[src/rtl/instr_fetch_unit.sv]
// Fetch stage of the KGP-RISC core: owns the PC, reads instruction memory over req/ack
// and hands instructions to decode over valid/ready, honouring branch redirects.
module instr_fetch_unit #(
  parameter int unsigned       ADDR_W      = 32,
  parameter int unsigned       INSTR_W     = 32,
  parameter logic [ADDR_W-1:0] RESET_PC    = '0,
  parameter int unsigned       TIMEOUT_CYC = 255
) (
  input  logic               i_clk,
  input  logic               i_rst_n,
  output logic               o_imem_req,
  output logic [ADDR_W-1:0]  o_imem_addr,
  input  logic               i_imem_ack,
  input  logic [INSTR_W-1:0] i_imem_rdata,
  output logic [INSTR_W-1:0] o_instr,
  output logic [5:0]         o_opcode,
  output logic [ADDR_W-1:0]  o_instr_pc,
  output logic               o_instr_valid,
  input  logic               i_dec_ready,
  input  logic               i_redirect,
  input  logic [ADDR_W-1:0]  i_redirect_pc,
  output logic               o_fetch_err
);

  localparam int unsigned CNT_W = $clog2(TIMEOUT_CYC + 1);

  typedef enum logic [1:0] {S_IDLE, S_BUSY, S_HOLD, S_ERR} state_t;

  state_t              r_state,    w_state;
  logic [ADDR_W-1:0]   r_pc,       w_pc;
  logic                r_req,      w_req;
  logic [ADDR_W-1:0]   r_addr,     w_addr;
  logic [INSTR_W-1:0]  r_instr,    w_instr;
  logic [ADDR_W-1:0]   r_instr_pc, w_instr_pc;
  logic                r_valid,    w_valid;
  logic                r_err,      w_err;
  logic                r_squash,   w_squash;
  logic [CNT_W-1:0]    r_wait_cnt, w_wait_cnt;
  logic                w_ack;
  logic                w_xfer;
  logic                w_drop;

  always_ff @(posedge i_clk or negedge i_rst_n) begin
    if (!i_rst_n) begin
      r_state    <= S_IDLE;
      r_pc       <= RESET_PC;
      r_req      <= 1'b0;
      r_addr     <= RESET_PC;
      r_instr    <= '0;
      r_instr_pc <= '0;
      r_valid    <= 1'b0;
      r_err      <= 1'b0;
      r_squash   <= 1'b0;
      r_wait_cnt <= '0;
    end else begin
      r_state    <= w_state;
      r_pc       <= w_pc;
      r_req      <= w_req;
      r_addr     <= w_addr;
      r_instr    <= w_instr;
      r_instr_pc <= w_instr_pc;
      r_valid    <= w_valid;
      r_err      <= w_err;
      r_squash   <= w_squash;
      r_wait_cnt <= w_wait_cnt;
    end
  end

  always_comb begin
    w_state    = r_state;
    w_pc       = r_pc;
    w_req      = r_req;
    w_addr     = r_addr;
    w_instr    = r_instr;
    w_instr_pc = r_instr_pc;
    w_valid    = r_valid;
    w_err      = r_err;
    w_squash   = r_squash;
    w_wait_cnt = r_wait_cnt;
    w_ack      = r_req & i_imem_ack;
    w_xfer     = r_valid & i_dec_ready;
    // a word is wrong-path if a redirect is pending or arrives in the same cycle
    w_drop     = i_redirect | r_squash;

    if (i_redirect && (r_state != S_ERR) && (i_redirect_pc[1:0] != 2'b00)) begin
      w_state  = S_ERR;
      w_req    = 1'b0;
      w_valid  = 1'b0;
      w_err    = 1'b1;
      w_squash = 1'b0;
    end else begin
      case (r_state)
        S_IDLE: begin
          w_state    = S_BUSY;
          w_req      = 1'b1;
          w_wait_cnt = '0;
          w_pc       = i_redirect ? i_redirect_pc : r_pc;
          w_addr     = i_redirect ? i_redirect_pc : r_pc;
        end
        S_BUSY: begin
          if (w_ack && !w_drop) begin
            w_state    = S_HOLD;
            w_instr    = i_imem_rdata;
            w_instr_pc = r_pc;
            w_valid    = 1'b1;
            w_pc       = r_pc + ADDR_W'(4);
            w_req      = 1'b0;
          end else if (w_ack) begin
            // discard the wrong-path word and reissue at the redirected PC
            w_pc       = i_redirect ? i_redirect_pc : r_pc;
            w_addr     = i_redirect ? i_redirect_pc : r_pc;
            w_squash   = 1'b0;
            w_wait_cnt = '0;
          end else if (r_wait_cnt == CNT_W'(TIMEOUT_CYC - 1)) begin
            w_state = S_ERR;
            w_req   = 1'b0;
            w_err   = 1'b1;
          end else begin
            w_wait_cnt = r_wait_cnt + CNT_W'(1);
            if (i_redirect) begin
              w_pc     = i_redirect_pc;
              w_squash = 1'b1;
            end
          end
        end
        S_HOLD: begin
          if (i_redirect || w_xfer) begin
            w_state    = S_BUSY;
            w_valid    = 1'b0;
            w_req      = 1'b1;
            w_wait_cnt = '0;
            w_pc       = i_redirect ? i_redirect_pc : r_pc;
            w_addr     = i_redirect ? i_redirect_pc : r_pc;
          end
        end
        S_ERR: begin
          w_req   = 1'b0;
          w_valid = 1'b0;
          w_err   = 1'b1;
        end
        default: begin
          w_state = S_ERR;
        end
      endcase
    end
  end

  assign o_imem_req    = r_req;
  assign o_imem_addr   = r_addr;
  assign o_instr       = r_instr;
  assign o_opcode      = r_instr[INSTR_W-1 -: 6];
  assign o_instr_pc    = r_instr_pc;
  assign o_instr_valid = r_valid;
  assign o_fetch_err   = r_err;

endmodule
[config.mk]
export PLATFORM = sky130hd
export DESIGN_NAME = instr_fetch_unit
export DESIGN_NICKNAME = d
export VERILOG_FILES = /design/src/rtl/instr_fetch_unit.sv
export SDC_FILE = /design/constraint.sdc
export NUM_CORES = 1
export LEC_CHECK = 0
export ABC_AREA = 1
export CORE_ASPECT_RATIO = 1.4
export CORE_UTILIZATION = 30
export DETAILED_ROUTE_END_ITERATION = 8
export RECOVER_POWER = 50
export SLEW_MARGIN = 25
export SYNTH_ARGS = -nofsm -noshare
export SYNTH_HDL_FRONTEND = slang
export SYNTH_SLANG_ARGS = --single-unit
[constraint.sdc]
create_clock -name i_clk -period 4 [get_ports i_clk]
set_clock_uncertainty 0.1 [all_clocks]
set_input_delay 0.8 -clock i_clk [delete_from_list [all_inputs] [get_ports i_clk]]
set_output_delay 0.8 -clock i_clk [all_outputs]
set_load 0.02 [all_outputs]
==> results by group <==
Critical path
  – CP Data Required Time: 4310 ps
  – Arr. time, crit path: 3270 ps
  – Critical-path top delay cell: clkbuf_2
  – CP endpoint kind: asynchronous set/reset pin
  – Worst setup path startpoint: i_rst_n
  – Slowest stage delay, CP: 1290 ps
  – Worst Path Max Fanout: 72
  – Critical path, cell by cell: clkbuf_2, clkbuf_4
  – Cell class contributing the biggest share of worst-path delay: buffers and inverters
  – CP startpoint kind: primary input
  – FF-to-FF Start: o_imem_req
  – Buf/Inv on CP: 2
  – Critical path type: in -> async

Final layout
  – Area grow syn2layout: 36.1%
  – Layout cell share with drive strength beyond 1: 5.44%
  – Fill cells: 2,301
  – Final nets: 1,162
  – Antenna diodes: 0

Synth
  – Cells after synthesis: 935
  – Net count after synthesis: 1,007
  – Main synth FF type: dfrtp_1
  – Number of synthesized register bits: 142
  – Seq/Total Area, Yosys: 50.8%
  – Synth top area share: 50.8%
  – Largest cells by area after synthesis: dfrtp_1 (51%), nand2_1 (21%), o21ai_0 (7.3%)
  – Cell accounting for the most synthesized area: dfrtp_1
  – Async SR Flop Fraction: 100%
  – Synth cell types: 29
  – Synth warnings: 0
  – Post-synth EDFFs: 0
  – Mapped Area: 7000 um2
  – Syn avg cell area: 7.48 um2

GRT
  – Vias in the first global route: 6,095
  – Pin count of the biggest net entering global routing: 85
  – Initial antenna violation count: 0
  – Global-route wire length before repair: 32.7 mm
  – Total Routing Usage GR: 18.1%
  – GRT Residual Overflow: 0

Placement
  – Hpwl dp: 15.0 mm
  – GPL Wtd Cong: 0.885
  – IO Port Bufs: 173

Power
  – Clock share of power: 50.2%
  – Pwr dens: 331 nW/um2
  – NetSw: 0.698 mW
  – Power share of the sequential group: 45.6%
  – Pwr Total: 3.15 mW
  – IR drop worst, VDD: 0.000284 V
  – Lkg Pwr: 4.57 nW
  – Sw Ratio: 22.2%
  – Cell internal pwr: 2.45 mW
  – Comb power frac: 4.2%

STA
  – Final Setup Violations: 0
  – FMAX: 0.337 GHz
  – Final hold violations: 0
  – Period Utilization, post-route: 74.1%
  – Worst rel slew slack: -22.7%
  – Final min period: 2960 ps
  – Slew Limit Fails: 72
  – Unrepaired setup endpoints after global routing: false
  – Worst-Margin Slew: 1840 ps
  – Post-route setup TNS: 0 ps

Clocking
  – CTS Sinks: 142
  – H-Tree Depth: 4
  – Worst-path clk slew: 60 ps
  – # resized after CTS: 0
  – CTS tree: yes
  – Max Root-Sink Buffers: 2
  – Num CTS Buffers: 17
  – Root Buffer: clkbuf_16
  – Worst skew pair latency: 430 ps
  – Post-CTS Setup Bufs: 0
  – Cts hold-fix bufs: 0

Floorplanning
  – Core Box Area: 22,700 um2
  – Die Area: 23,900 um2
  – Die Span Y: 183 um
  – Die width: 131 um
  – I/O Pins: 174
  – Starting Density: 30.8%
  – Std-Cell Rows: 65

Routing
  – Wire per inst: 14.9 um
  – DR pass1 iterations: 5
  – Initial drt markers: 372
  – Antenna Violating Nets Remaining: 0
  – Via/cell ratio: 4.64
  – Total Routed Length: 20.9 mm
  – Routed vias: 6,516
  – DRC Markers: 0

Flow run
  – Max-Cap Viols: 1

Worst hold path
  – Hold path startpoint: o_fetch_err
  – Hold Path Class: reg -> reg

Outcome
  – Status: complete, but fails checks
  – Failing checks: max-capacitance violations, max-slew violations
-- power groups by stage --
stage                     logic (mW)  clock network, mW  registers, mW
after detailed placement       0.138                  0           1.46
after global placement         0.139                  0           1.46
after global routing           0.147               1.68           1.44
after floorplan               0.0276                  0           1.46
after CTS                      0.138               1.62           1.44
final                          0.132               1.58           1.44
-- synthesized netlist by cell type (2+ instances only) --
cell type and instances:
a21oi_1 25, a31oi_1 2, buf_2 10, buf_4 6, buf_6 5, clkbuf_1 24, dfrtp_1 142, ha_1 3
inv_1 55, inv_2 6, nand2_1 395, nand3_1 51, nand4_1 7, nor2_1 59, nor2_2 2, nor3_1 4
o21ai_0 102, o21ai_1 22, o21ai_2 5
-- cells by family (layout without fill, tap and decap cells) --
| kind of cell | Yosys count | count (layout) | share of synthesized area, % |
|---|---|---|---|
| AO/OA/AOI/OAI | 157 | 157 | 11.6 |
| XOR/XNOR | 2 | 2 | 0.250 |
| adder cells (fa/ha/maj) | 3 | 3 | 0.537 |
| buffers and inverters | 107 | 275 | 6.81 |
| flip-flops | 142 | 142 | 50.8 |
| AND/OR/NAND/NOR | 524 | 524 | 30.0 |
-- worst paths after layout --
path / endpoint / slack (ps) / depth (start not counted)
setup / recovery: r_pc[8] / 1040 / 2
hold / removal: o_fetch_err / 370 / 1
setup reg to reg: r_pc[30] / 1710 / 9
hold reg to reg: o_fetch_err / 370 / 1
max in group i_clk: o_imem_addr[30] / 1110 / 10
min in group asynchronous: o_instr[25] / 770 / 1
-- stage by stage --
stage | hold WS (ps) | util (%) | instance area [um2] | worst slack, ps | instances
final | 365 | 42.0 | 9520 | 1040 | 1404
after floorplan | 363 | - | 7000 | 1850 | 935
after CTS | 320 | 42.0 | 9540 | 1140 | 1404
after global routing | 379 | 42.0 | 9520 | 460 | 1404
after detailed placement | 360 | 39.4 | 8950 | 702 | 1372
after global placement | 362 | 39.4 | 8950 | 801 | 1372
-- cell type report --
type                       count  area, um2  share of cell area (%)
multi-input combinational    686       2970                    31.2
tap                          301        377                    3.96
sequential                   142       3550                    37.3
timing repair buffer         181       1800                    18.9
clock inverter                13        136                    1.43
inverter                      62        235                    2.47
clock buffer                  19        453                    4.76
-- worst reg2reg max path, cell delays in order, from the launching register on --
cell	delay (ps)
dfrtp_1	390
nand2_1	210
inv_2	130
nor2_2	230
nand3_1	150
nand2_2	350
buf_4	360
a21oi_1	100
nand2_1	110
nand2_1	40
-- cell usage in the layout (no fill, tap or decap), types with 7 or more instances in the layout --
| master | netlist | layout |
|---|---|---|
| dfrtp_1 | 142 | 142 |
| clkdlybuf4s50_1 | 0 | 124 |
| nor2_1 | 59 | 59 |
| o21ai_1 | 22 | 22 |
| inv_1 | 55 | 55 |
| a21oi_1 | 25 | 25 |
| nand2_1 | 395 | 395 |
| clkbuf_16 | 0 | 17 |
| nand3_1 | 51 | 51 |
| o21ai_0 | 102 | 102 |
| nand4_1 | 7 | 7 |
| dlygate4sd3_1 | 0 | 48 |
-- state kept, by name (all words and copies together), names as in the netlist --
| signal | count |
|---|---|
| r_pc | 32 |
| o_instr_pc | 32 |
| o_imem_addr | 32 |
| o_instr_valid | 1 |
| o_imem_req | 1 |
| r_squash | 1 |
| o_fetch_err | 1 |
| r_state | 2 |
| o_instr | 32 |
| r_wait_cnt | 8 |
-- per-layer routing --
| metal | global-route usage (%) | wire length, um | vias to the layer above |
|---|---|---|---|
| li1 | - | - | 3294 |
| met5 | 0 | 0 | - |
| met3 | 3.17 | 800 | 31 |
| met2 | 31.4 | 10900 | 146 |
| met4 | 6.34 | 432 | 0 |
| met1 | 22.3 | 8700 | 3045 |
(Power assumes the default switching activity.)
